**src/rtl/irq_csr_pkg.sv**
```systemverilog
// Shared definitions for the machine-mode CSR / interrupt unit: CSR addresses,
// command encoding, mstatus bit positions and interrupt cause mapping.
package irq_csr_pkg;

  localparam logic [11:0] CSR_MSTATUS  = 12'h300;
  localparam logic [11:0] CSR_MIE      = 12'h304;
  localparam logic [11:0] CSR_MTVEC    = 12'h305;
  localparam logic [11:0] CSR_MSCRATCH = 12'h340;
  localparam logic [11:0] CSR_MEPC     = 12'h341;
  localparam logic [11:0] CSR_MCAUSE   = 12'h342;
  localparam logic [11:0] CSR_MIP      = 12'h344;
  localparam logic [11:0] CSR_MCYCLE   = 12'hB00;
  localparam logic [11:0] CSR_MCYCLEH  = 12'hB80;

  typedef enum logic [1:0] {
    CSR_NONE  = 2'b00,
    CSR_WRITE = 2'b01,
    CSR_SET   = 2'b10,
    CSR_CLEAR = 2'b11
  } csr_cmd_e;

  localparam int MSTATUS_MIE  = 3;
  localparam int MSTATUS_MPIE = 7;

  localparam logic [4:0] CAUSE_TIMER  = 5'd7;
  localparam logic [4:0] CAUSE_EXT    = 5'd11;
  localparam logic [4:0] CAUSE_LOCAL0 = 5'd16;

  // irq_in[0] is the timer, irq_in[1] the external line, the rest are local.
  function automatic logic [4:0] irq_cause(input int unsigned idx);
    if (idx == 0) return CAUSE_TIMER;
    if (idx == 1) return CAUSE_EXT;
    return CAUSE_LOCAL0 + 5'(idx - 2);
  endfunction

  function automatic logic [31:0] irq_cause_mask(input int unsigned n);
    logic [31:0] m;
    m = '0;
    for (int unsigned i = 0; i < n; i++) m[irq_cause(i)] = 1'b1;
    return m;
  endfunction

endpackage

```
**src/rtl/irq_prio_enc.sv**
```systemverilog
// Fixed-priority interrupt encoder: external > timer > local lines ascending.
module irq_prio_enc
  import irq_csr_pkg::*;
(
  input  logic [31:0] pend_i,
  output logic        any_o,
  output logic [4:0]  code_o
);

  // NOTE: every output gets a default before the conditional overrides, so no latch is inferred.
  always_comb begin
    code_o = CAUSE_LOCAL0;
    for (int i = 31; i >= 16; i--) begin
      if (pend_i[i]) code_o = 5'(i);
    end
    if (pend_i[CAUSE_TIMER]) code_o = CAUSE_TIMER;
    if (pend_i[CAUSE_EXT])   code_o = CAUSE_EXT;
    any_o = |pend_i;
  end

endmodule

```
**src/rtl/irq_csr_unit.sv**
```systemverilog
// Machine-mode CSR file with level-sensitive interrupts, direct/vectored mtvec,
// a 64-bit mcycle counter and the trap-entry / mret PC redirect.
module irq_csr_unit
  import irq_csr_pkg::*;
#(
  parameter int unsigned NUM_IRQ     = 4,
  parameter logic [31:0] MTVEC_RESET = 32'h0000_0100
) (
  input  logic               clk,
  input  logic               rst,
  input  logic [31:0]        pc,
  input  logic [NUM_IRQ-1:0] irq_in,
  input  logic [11:0]        csr_addr,
  input  logic [1:0]         csr_cmd,
  input  logic [31:0]        csr_wdata,
  input  logic               is_mret,
  output logic [31:0]        csr_rdata,
  output logic               csr_illegal,
  output logic               trap_taken,
  output logic               redirect_valid,
  output logic [31:0]        redirect_pc
);

  localparam logic [31:0] IRQ_MASK = irq_cause_mask(NUM_IRQ);

  logic        mstatus_mie_q, mstatus_mie_d;
  logic        mstatus_mpie_q, mstatus_mpie_d;
  logic [31:0] mie_q, mie_d;
  logic [31:0] mip_q, mip_d;
  logic [31:0] mtvec_q, mtvec_d;
  logic [31:0] mscratch_q, mscratch_d;
  logic [31:0] mepc_q, mepc_d;
  logic [31:0] mcause_q, mcause_d;
  logic [31:0] mcycle_q, mcycle_d;
  logic [31:0] mcycleh_q, mcycleh_d;

  csr_cmd_e    cmd;
  logic        csr_hit;
  logic        csr_we;
  logic [31:0] csr_wval;
  logic        irq_any;
  logic [4:0]  irq_code;
  logic [31:0] trap_pc;

  assign cmd = csr_cmd_e'(csr_cmd);

  irq_prio_enc u_prio (
    .pend_i (mip_q & mie_q),
    .any_o  (irq_any),
    .code_o (irq_code)
  );

  always_comb begin
    csr_hit   = 1'b1;
    csr_rdata = '0;
    case (csr_addr)
      CSR_MSTATUS: begin
        csr_rdata[MSTATUS_MIE]  = mstatus_mie_q;
        csr_rdata[MSTATUS_MPIE] = mstatus_mpie_q;
      end
      CSR_MIE:      csr_rdata = mie_q;
      CSR_MIP:      csr_rdata = mip_q;
      CSR_MTVEC:    csr_rdata = mtvec_q;
      CSR_MSCRATCH: csr_rdata = mscratch_q;
      CSR_MEPC:     csr_rdata = mepc_q;
      CSR_MCAUSE:   csr_rdata = mcause_q;
      CSR_MCYCLE:   csr_rdata = mcycle_q;
      CSR_MCYCLEH:  csr_rdata = mcycleh_q;
      default:      csr_hit = 1'b0;
    endcase
  end

  always_comb begin
    case (cmd)
      CSR_WRITE: csr_wval = csr_wdata;
      CSR_SET:   csr_wval = csr_rdata | csr_wdata;
      CSR_CLEAR: csr_wval = csr_rdata & ~csr_wdata;
      default:   csr_wval = csr_rdata;
    endcase
  end

  assign trap_taken     = ~rst & mstatus_mie_q & irq_any;
  assign redirect_valid = ~rst & (trap_taken | is_mret);
  assign csr_illegal    = ~rst & (cmd != CSR_NONE) & ~csr_hit;
  // A trap kills the instruction in flight, including its CSR side effect.
  assign csr_we         = (cmd != CSR_NONE) & csr_hit & ~trap_taken;

  assign trap_pc     = {mtvec_q[31:2], 2'b00}
                     + ((mtvec_q[1:0] == 2'b01) ? {25'd0, irq_code, 2'b00} : 32'd0);
  assign redirect_pc = trap_taken ? trap_pc : mepc_q;

  always_comb begin
    for (int unsigned i = 0; i < NUM_IRQ; i++) begin
      mip_d[irq_cause(i)] = irq_in[i];
    end
    mip_d          = mip_d & IRQ_MASK;
    mstatus_mie_d  = mstatus_mie_q;
    mstatus_mpie_d = mstatus_mpie_q;
    mie_d          = mie_q;
    mtvec_d        = mtvec_q;
    mscratch_d     = mscratch_q;
    mepc_d         = mepc_q;
    mcause_d       = mcause_q;
    if (csr_we) begin
      case (csr_addr)
        CSR_MSTATUS: begin
          mstatus_mie_d  = csr_wval[MSTATUS_MIE];
          mstatus_mpie_d = csr_wval[MSTATUS_MPIE];
        end
        CSR_MIE:      mie_d      = csr_wval & IRQ_MASK;
        CSR_MTVEC:    mtvec_d    = {csr_wval[31:2], 1'b0, csr_wval[1:0] == 2'b01};
        CSR_MSCRATCH: mscratch_d = csr_wval;
        CSR_MEPC:     mepc_d     = {csr_wval[31:2], 2'b00};
        CSR_MCAUSE:   mcause_d   = csr_wval;
        default: ;
      endcase
    end
    if (trap_taken) begin
      mepc_d         = {pc[31:2], 2'b00};
      mcause_d       = {1'b1, 26'd0, irq_code};
      mstatus_mpie_d = mstatus_mie_q;
      mstatus_mie_d  = 1'b0;
    end else if (is_mret) begin
      mstatus_mie_d  = mstatus_mpie_q;
      mstatus_mpie_d = 1'b1;
    end
  end

  // A written half is replaced outright; the low half only carries when unwritten.
  always_comb begin
    mcycle_d  = mcycle_q + 32'd1;
    mcycleh_d = mcycleh_q + {31'd0, mcycle_q == 32'hFFFF_FFFF};
    if (csr_we && csr_addr == CSR_MCYCLE) begin
      mcycle_d  = csr_wval;
      mcycleh_d = mcycleh_q;
    end
    if (csr_we && csr_addr == CSR_MCYCLEH) mcycleh_d = csr_wval;
  end

  // NOTE: state uses non-blocking assignments so every register samples pre-edge values.
  always_ff @(posedge clk) begin
    if (rst) begin
      mstatus_mie_q  <= 1'b0;
      mstatus_mpie_q <= 1'b0;
      mie_q          <= '0;
      mip_q          <= '0;
      mtvec_q        <= MTVEC_RESET;
      mscratch_q     <= '0;
      mepc_q         <= '0;
      mcause_q       <= '0;
      mcycle_q       <= '0;
      mcycleh_q      <= '0;
    end else begin
      mstatus_mie_q  <= mstatus_mie_d;
      mstatus_mpie_q <= mstatus_mpie_d;
      mie_q          <= mie_d;
      mip_q          <= mip_d;
      mtvec_q        <= mtvec_d;
      mscratch_q     <= mscratch_d;
      mepc_q         <= mepc_d;
      mcause_q       <= mcause_d;
      mcycle_q       <= mcycle_d;
      mcycleh_q      <= mcycleh_d;
    end
  end

endmodule

```
**config.mk**
```make
export PLATFORM = sky130hd
export DESIGN_NAME = irq_csr_unit
export DESIGN_NICKNAME = d
export VERILOG_FILES = /design/src/rtl/irq_csr_pkg.sv /design/src/rtl/irq_prio_enc.sv /design/src/rtl/irq_csr_unit.sv
export SDC_FILE = /design/constraint.sdc
export NUM_CORES = 1
export LEC_CHECK = 0
export ABC_AREA = 1
export CORE_MARGIN = 1.5
export CORE_UTILIZATION = 40
export CTS_CLUSTER_DIAMETER = 120
export DETAILED_ROUTE_END_ITERATION = 16
export PLACE_DENSITY = 0.62
export SYNTH_ARGS = -nofsm -noshare
export SYNTH_HDL_FRONTEND = slang
export SYNTH_SLANG_ARGS = --single-unit
```
**constraint.sdc**
```tcl
create_clock -name clk -period 3.64 [get_ports clk]
set_input_delay 0.728 -clock clk [delete_from_list [all_inputs] [get_ports clk]]
set_output_delay 0.728 -clock clk [all_outputs]
set_load 0.01 [all_outputs]
```
-- After elaboration in Yosys (flattened, before gate mapping)
Cells that the tools add are included.
- muxes and demuxes: 43
- add/subtract/negate cells: 3
- bitwise logic cells: 15
- reduce and logical (&&, ||, !) cells: 21
- equality and inequality tests: 15
- operators by type and width (cell ; number):
    32-bit two-way mux ; 10
    24-bit case mux with 8 select lines ; 1
    32-bit case mux with 3 select lines ; 1
    12-bit by 10-bit equality test with 1-bit output (second input constant) ; 7
    4-bit two-way mux ; 16
    3-bit case mux with 7 select lines ; 2
    32-bit by 1-bit adder with 32-bit output ; 1
    32-bit by 1-bit adder with 32-bit output (second input constant) ; 1
    32-bit by 7-bit adder with 32-bit output ; 1
    32-bit by 18-bit AND with 32-bit output ; 1
    32-bit AND ; 1
    32-bit equality test (second input constant) ; 1
    32-bit inverter ; 1
    32-bit bitwise OR ; 1
    32-bit OR reduction ; 1
    12-bit equality test (second input constant) ; 2
    2-bit AND reduction ; 8
    2-bit nonzero test ; 6
    5-bit two-way mux ; 2
    1-bit case mux with 9 select lines ; 1
    9-bit OR reduction ; 1
    1-bit two-way mux ; 8
    1-bit case mux with 8 select lines ; 1
    1-bit AND ; 7
    9 further kinds ; 15
- register bits: 227
- output and inout bits: 67
- word-level logic and storage cells: 109

-- Depth between registers and ports, before layout
Gate-level depths: netlist of the first run.
- depth in word-level cells: 22
- mapped depth: 25
- mapped depth without buffers: 25

-- By module
A second synthesis of the first run with hierarchy kept.
- cell total of the unflattened synthesis: 2367
- area, all modules: 13928.4 um^2
- modules (own cells, without submodules) (module ; area each (um^2) ; cells an instance ; times used):
    irq_csr_unit ; 13663.1 ; 2305 ; 1
    irq_prio_enc ; 265.3 ; 62 ; 1

-- Worst setup path after synthesis of the first run
Ideal clock, no wire load.
- kind: register -> register
- from: reg mcycle_q[0]
- to: reg mcycleh_q[30]
- arrival time: 3335 ps
- setup slack: 196 ps
- required time: 3531 ps
- library setup time: 109 ps
- stages on the path, launching flop included: 26
- cell sequence: dfxtp_1 ha_1 nand3_1 nor3_1 inv_1 nor2_1 nand3_1 nor2_1 nand4_1 nor3_1 nand3_1 nor2_1 ha_1 ha_1 nand2_1 nor2_1 nand2_1 nor2_1 nand3_1 nor2_1 nand2_1 xor2_1 nand2_1 nand3_1 nand2_1 inv_1
- cells in the longest elaborated chain, start to end: 4
- RTL lines (item ; line ; RTL):
    start: declaration ; irq_csr_unit.sv:34 ; logic [31:0] mcycle_q, mcycle_d;
    start signal: assignment ; irq_csr_unit.sv:162 ; mcycle_q <= mcycle_d;
    32-bit equality test ; irq_csr_unit.sv:132 ; mcycleh_d = mcycleh_q + {31'd0, mcycle_q == 32'hFFFF_FFFF};
    32-bit by 1-bit adder with 32-bit output ; irq_csr_unit.sv:132 ;
    32-bit two-way mux ; irq_csr_unit.sv:133 ; if (csr_we && csr_addr == CSR_MCYCLE) begin
    32-bit two-way mux ; irq_csr_unit.sv:137 ; if (csr_we && csr_addr == CSR_MCYCLEH) mcycleh_d = csr_wval;
    end signal: assignment ; irq_csr_unit.sv:163 ; mcycleh_q <= mcycleh_d;
    end: declaration ; irq_csr_unit.sv:35 ; logic [31:0] mcycleh_q, mcycleh_d;
No other way between the ends. The select of a mux whose other input is x is not followed.
A chain may end at the register's enable or synchronous reset.

-- Worst setup path in the final report of the first run
- from: reg mip_q[11]
- to: out redirect_pc[26]
- cells in the longest elaborated chain, start to end: 5
- elaborated cells between the ends (all ways): 7
- RTL lines (item ; line ; RTL):
    start: declaration ; irq_csr_unit.sv:29 ; logic [31:0] mip_q, mip_d;
    start signal: assignment ; irq_csr_unit.sv:157 ; mip_q <= mip_d;
    32-bit by 18-bit AND with 32-bit output (*) ; irq_csr_unit.sv:48 ; .pend_i (mip_q & mie_q),
    5-bit two-way mux ; irq_prio_enc.sv:17 ; if (pend_i[CAUSE_EXT]) code_o = CAUSE_EXT;
    7-bit two-way mux ; irq_csr_unit.sv:89 ; + ((mtvec_q[1:0] == 2'b01) ? {25'd0, irq_code, 2'b00} : 32'd0);
    32-bit by 7-bit adder with 32-bit output ; irq_csr_unit.sv:89 ;
    32-bit two-way mux (*) ; irq_csr_unit.sv:90 ; assign redirect_pc = trap_taken ? trap_pc : mepc_q;
    end: declaration ; irq_csr_unit.sv:21 ; output logic [31:0] redirect_pc
Every way passes the cells marked *; elsewhere a longest branch is shown, timed or not.

==> results of run 1 <==
-- registers in the layout, summed over array words and instances (netlist names) --
| register | count |
|---|---|
| mcycle_q | 32 |
| mtvec_q | 31 |
| mcause_q | 32 |
| mepc_q | 30 |
| mie_q | 4 |
| mip_q | 4 |
| mcycleh_q | 32 |
| mscratch_q | 32 |
| mstatus_mie_q | 1 |
| mstatus_mpie_q | 1 |
-- cell usage in the layout (no fill, tap or decap), types with 5 or more instances in the layout --
cell type / instances
nor2_4: 17
nor3_1: 38
buf_12: 12
dfxtp_1: 193
dfxtp_2: 6
inv_2: 15
o21ai_0: 199
nand2_4: 7
or2_2: 11
o21ai_2: 11
nand3_1: 149
nand2_2: 21
ha_4: 6
xor2_1: 54
o22ai_1: 6
inv_1: 213
clkdlybuf4s50_1: 87
dlymetal6s2s_1: 6
buf_4: 215
nor2_1: 383
xnor2_1: 12
nand4_1: 50
nor2_2: 19
nor4_1: 9
nand3_2: 5
nand2_1: 603
clkbuf_16: 17
buf_6: 10
o21ai_1: 23
buf_2: 16
dlygate4sd2_1: 31
a21oi_1: 87
nand3_4: 6
-- final cells by class --
| type | count | area [sq um] |
|---|---|---|
| repair buffers | 383 | 3310 |
| multi-input cells | 1757 | 8660 |
| clock buffers | 19 | 453 |
| well taps | 442 | 553 |
| flip-flops and latches | 199 | 3990 |
| inverters | 231 | 868 |
| fillers | 3424 | 14800 |
| clock inverters | 13 | 158 |
-- repair_timing --
| item | in CTS | in global routing |
|---|---|---|
| buffers inserted | 6 | 22 |
| hold buffers | 0 | 0 |
| resized for setup | 173 | 113 |
| endpoints found under the setup margin | 65 | 56 |
| pin swaps | 15 | 44 |
| gates cloned | 0 | 0 |
-- routing by layer --
| metal | global-route usage, % | vias up |
|---|---|---|
| met5 | 0 | - |
| met4 | 9.35 | 0 |
| met3 | 6.19 | 97 |
| met2 | 53.4 | 724 |
| met1 | 51.3 | 7693 |
| li1 | - | 7901 |
-- cell families after synthesis --
family | Yosys count | share of synthesized area (%)
AND/OR/NAND/NOR | 1340 | 42.2
AO/OA/AOI/OAI | 336 | 12.8
buffers and inverters | 334 | 9.93
flip-flops | 199 | 29.7
XOR/XNOR | 70 | 4.56
adder cells (fa/ha/maj) | 9 | 0.894
other | 1 | 0.0279
-- report_power, final --
| part | switching [W] | leakage [nW] | internal [W] | total (W) |
|---|---|---|---|---|
| Sequential | 0.00000624 | 1.61 | 0.00218 | 0.00219 |
| Clock | 0.00100 | 0.296 | 0.00107 | 0.00208 |
| Combinational | 0.000255 | 6.48 | 0.000154 | 0.000408 |
| Total | 0.00126 | 8.38 | 0.00341 | 0.00467 |
-- through the flow --
step / cells / hold slack [ns] / TNS (ns)
global route: 3044 / 0.487 / -1.74
CTS: 3024 / 0.467 / -0.377
finish: 3044 / 0.466 / -0.272
global placement: 2986 / 0.449 / -4.45
floorplan: 2290 / 0.440 / 0
detailed placement: 2986 / 0.456 / -4.99
-- critical path, cell delays in order, from the launching register on --
cell and delay, ns:
dfxtp_2 0.36, nand2_4 0.07, nand2_4 0.08, a31oi_4 0.04, nor2_1 0.10, ha_2 0.18, inv_2 0.04, fa_2 0.34
inv_2 0.07, nand3_2 0.07, nand2_2 0.08, nand2_2 0.06, nand2_2 0.09, nand2_2 0.07, nor3_2 0.11, buf_4 0.16
nand4_1 0.11, xnor2_1 0.19, nand2_1 0.10, o21ai_2 0.07, buf_2 0.16
-- final timing paths --
kind	startpoint	end	slack, ns	depth (start not counted)
max	mip_q[11]	redirect_pc[26]	-0.10	20
min	mepc_q[15]	mepc_q[15]	0.47	2
max reg2reg	mcycle_q[1]	mcycleh_q[30]	0.09	26
min reg2reg	mepc_q[15]	mepc_q[15]	0.47	2
==> metrics.md, run 1 <==
| Metric | Value |
|---|---|
| Status | complete, but fails checks |
| Failing checks | negative setup slack |
| DR vias/cell | 5.39 |
| H-tree Lvls | 4 |
| Tot Pwr | 0.00467 W |
| Metal-1 WL | 28300 um |
| Area Overhead vs Synth | 34.0% |
| Hold Path Class | register to register |
| CTS Buffer Depth | 2 |
| Final instance area | 0.0180 sq mm |
| Syn Area/Cell | 5.87 sq um |
| Initial DRC Count | 1705 |
| Most common cell in the synthesized netlist | nand2_1 |
| Port Buf Inserts | 147 |
| Routability congestion estimate | 0.960 |
| Clock transition at path regs | 0.08 ns |
| First-pass GRT wire length | 90400 um |
| Leakage | 8.38 nW |
| DRC | 0 |
| Rows | 66 |
| Post-synth top area cell | dfxtp_1 |
| Synth area leaders | dfxtp_1, nand2_1, nor2_1 |
| N_diodes | 0 |
| Number of antenna violations at the first check in global routing | 0 |
| EDFF count, synth | 0 |
| Number of distinct library cells after synthesis | 43 |
| Vias | 16415 |
| Commonest cells post-synth | nand2_1, nor2_1, o21ai_0, inv_1, dfxtp_1 |
| Final worst-path cycle share | 103% |
| Critical Path AT | 3.02 ns |
| Pre-Repair DR Iteration Count | 6 |
| Final HPWL DP | 46500 um |
| Skew-Pair Late Insertion Delay | 0.46 ns |
| Die W | 186 um |
| Sequential fraction of the synthesis area | 29.7% |
| Warnings from Yosys | 0 |
| CTS tree | yes |
| Die height | 186 um |
| Period minus WS final | 3.74 ns |
| Cell Area, Synth | 0.0134 sq mm |
| Routed WL per cell | 20.1 um |
| Gr ovfl total | 0 |
| Critical Path Start Type | register |
| # IOs | 152 |
| Slew Viols, Final | 0 |
| Final WL | 61300 um |
| Post-Syn Instances | 2289 |
| FFs w/ async S/R, synth | 0% |
| Critical path endpoint category | output pin |
| Post-layout net count | 2683 |
| Flops & latches, synth | 199 |
| Metal3 WL | 5290 um |
| Crit-path max FO | 3 |
| Antenna Violating Nets Remaining | 0 |
| Uppermost layer routed | met4 |
| Post-synth top area share | 29.7% |
| Number of global-route vias before repair | 15171 |
| Final setup viols | 4 |
| Slew headroom | 38.6% |
| WS Path Type | register to output pin |
| Dpl cell area | 0.0167 sq mm |
| Tot GR Track Use | 35.3% |
| Met2 wire len | 26200 um |
| Root Driver | clkbuf_16 |
| Most used DFF post-synth | dfxtp_1 |
| Layout cells sized above 1 | 16.8% |
| Initial Utilization | 41.0% |
| Post-Place Setup Slack | -0.285 ns |
| Final Hold Viols | 0 |
| Final core utilization | 54.9% |
| Clk_skew | 0.0145 ns |
| Fmax | 267 MHz |
| Slew @ Worst Pin | 0.921 ns |
| Worst EP required | 2.91 ns |
| Maxcap violations | 0 |
| RSZ-0062 raised after global routing | yes |
| Final worst slack | -0.104 ns |
| Pwr Density | 260 mW/mm^2 |
| VDD IR max | 0.349 mV |
| Core area | 0.0328 sq mm |
| CTS buffer count | 17 |
| Die Area | 0.0347 sq mm |
| CTS sink cnt | 199 |
| Largest net degree at the start of global routing | 85 |
Note: power is estimated with default switching activity, not from simulation.
==> run 2: changes to the inputs <==
Settings changed: REMOVE_ABC_BUFFERS from default to 1, SETUP_SLACK_MARGIN from default to 0.2.
==> run 2 against run 1 <==
Compared with the run above: the run still ends with negative setup slack left; largest cell class unchanged; worst setup slack got worse by 0.0018 ns; clock skew down 0.00080 ns; critical path depth did not move.
==> metrics.md, run 2 (synthesis gave the netlist of run 1 again) <==
| Metric | Value |
|---|---|
| Status | complete, but fails checks |
| Failing checks | negative setup slack |
| RSZ-0062 raised after global routing | yes |
| CTS sink cnt | 199 |
| Largest net degree at the start of global routing | 85 |
| Initial DRC Count | 1615 |
| Final HPWL DP | 46500 um |
| Top cell by count, worst path | nand2_2 |
| Root Driver | clkbuf_16 |
| Tot Pwr | 0.00465 W |
| Cell family with most CP delay | simple AND/OR/NAND/NOR gates |
| Clock transition at path regs | 0.08 ns |
| Area Overhead vs Synth | 38.6% |
| Final worst slack | -0.106 ns |
| Fmax | 267 MHz |
| Skew-Pair Late Insertion Delay | 0.47 ns |
| Dpl cell area | 0.0170 sq mm |
| Crit-path max FO | 2 |
| # IOs | 152 |
| DRC | 0 |
| Final setup viols | 7 |
| N_diodes | 0 |
| RR Startpoint | mcycle_q[0] |
| Final instance area | 0.0186 sq mm |
| Critical Path AT | 3.02 ns |
| CTS tree | yes |
| Clk_skew | 0.0137 ns |
| Gr ovfl total | 0 |
| Final WL | 62100 um |
| Rows | 66 |
| Cell chain of the critical path | nand2_2 > nand2_4 > a31oi_4 > nor2_2 > ha_2 > inv_2 > fa_2 > inv_2 > nand3_2 > nand2_2 > nand2_2 > nand2_2 > nand2_2 > nor3_2 > buf_4 > nand4_1 > xnor2_1 > nand2_1 > o21ai_1 > buf_2 |
| Most common cell after layout, fill and taps aside | nand2_1 |
| Port Buf Inserts | 147 |
| Pre-Repair DR Iteration Count | 6 |
| Antenna Violating Nets Remaining | 0 |
| Die height | 186 um |
| Slew @ Worst Pin | 0.891 ns |
| First-pass GRT wire length | 92200 um |
| Die W | 186 um |
| CTS buffer count | 17 |
| Routed WL per cell | 20.2 um |
| Final worst-path cycle share | 103% |
| H-tree Lvls | 4 |
| Die Area | 0.0347 sq mm |
| Worst Setup SP | mip_q[11] |
| DR vias/cell | 5.44 |
| WP buf/inv | 4 |
| Slew headroom | 40.6% |
| Critical Path Start Type | register |
| Hold Startpoint | mepc_q[10] |
| VDD IR max | 0.344 mV |
| Core area | 0.0328 sq mm |
| Hold_buf cts | 0 |
| Number of global-route vias before repair | 15605 |
| Leakage | 8.71 nW |
| Maxcap violations | 0 |
| Hold Path Class | register to register |
| WS Path Type | register to output pin |
| Most frequent cells in the layout | nand2_1, nor2_1, buf_4, inv_1, dfxtp_1 |
| Period minus WS final | 3.75 ns |
| Critical path endpoint category | output pin |
| Slowest CP cell | dfxtp_2 |
| Initial Utilization | 41.0% |
| Pwr Density | 250 mW/mm^2 |
| CTS Buffer Depth | 2 |
| Vias | 16713 |
| Post-layout net count | 2714 |
| Slew Viols, Final | 0 |
| Layout cells sized above 1 | 20.1% |
| Crit path largest cell delay | 0.34 ns |
| Routability congestion estimate | 0.977 |
| Tot GR Track Use | 35.9% |
| Number of antenna violations at the first check in global routing | 0 |
| Final Hold Viols | 0 |
| Worst EP required | 2.91 ns |
-- run 2: cell types whose count changed in the layout (fill, tap and decap cells not counted), sizes merged --
| cell | previous run | this run |
|---|---|---|
| buf | 253 | 297 |
| dlygate4sd2 | 31 | 15 |
| clkdlybuf4s50 | 87 | 73 |
| dlymetal6s2s | 6 | 12 |
| clkbuf | 22 | 27 |
| clkdlybuf4s15 | 3 | 7 |
| clkinv | 6 | 7 |
| inv | 234 | 235 |
-- run 2: path summary, 6_finish.rpt --
path                          end  slack, ns  cells after the start
setup / recovery  redirect_pc[26]      -0.11                     20
hold / removal         mepc_q[10]       0.47                      2
setup reg to reg    mcycleh_q[30]       0.33                     26
hold reg to reg        mepc_q[10]       0.47                      2
-- run 2: layout make-up --
cell class	instances	area, sq um
inverter	231	877
timing repair buffer	414	3680
fill	3347	14200
clock buffer	17	425
sequential	199	3990
tap	442	553
multi-input combinational	1757	8900
clock inverter	15	183
-- run 2: worst register-to-register path, stage by stage (launching register included) --
cell and delay, ns:
dfxtp_2 0.36, ha_4 0.16, nand3_4 0.09, nor3_4 0.15, inv_2 0.07, nor2_4 0.13
nand3_4 0.10, nor2_4 0.10, nand4_1 0.09, nor3_1 0.15, nand3_1 0.10, nor2_2 0.14
buf_6 0.14, ha_4 0.16, ha_4 0.15, nand2_4 0.06, nor2_4 0.12, nand2_4 0.08
nor2_4 0.14, nand3_4 0.13, nor2_4 0.14, nand2_2 0.06, xor2_1 0.14, nand2_1 0.09
nand3_2 0.06, nand2_2 0.08, inv_2 0.03
-- run 2: what timing repair did --
| action | CTS | global route |
|---|---|---|
| endpoints found under the setup margin | 84 | 81 |
| endpoints found under the hold margin | 0 | 0 |
| gates cloned | 0 | 1 |
| buffers inserted | 17 | 19 |
| pin swaps | 55 | 50 |
| resized for setup | 336 | 103 |
-- run 2: routing by layer --
metal	wire [um]	vias to the layer above	GRT usage [%]
met5	0	-	0
met4	2170	0	13.2
met3	5270	98	6.23
met2	27600	745	57.1
met1	27100	7910	48.7
li1	-	7960	-
-- run 2: metrics by stage --
step	TNS, ns	cells	hold WS, ns	util, %	setup WS (ns)
floorplan	-74.70	2187	0.439	-	-1.15
global placement	-8.23	3006	0.449	51.8	-0.291
detailed placement	-8.22	3006	0.456	51.8	-0.275
CTS	-0.397	3055	0.467	55.6	-0.117
global route	-2.12	3075	0.485	56.8	-0.264
finish	-0.419	3075	0.466	56.8	-0.106
-- run 2: where the power goes --
part	leakage, nW	total [W]	internal [W]	switching, W
Combinational	6.81	0.000416	0.000153	0.000263
Sequential	1.61	0.00219	0.00218	0.00000564
Clock	0.299	0.00205	0.00104	0.00101
Total	8.71	0.00465	0.00338	0.00127
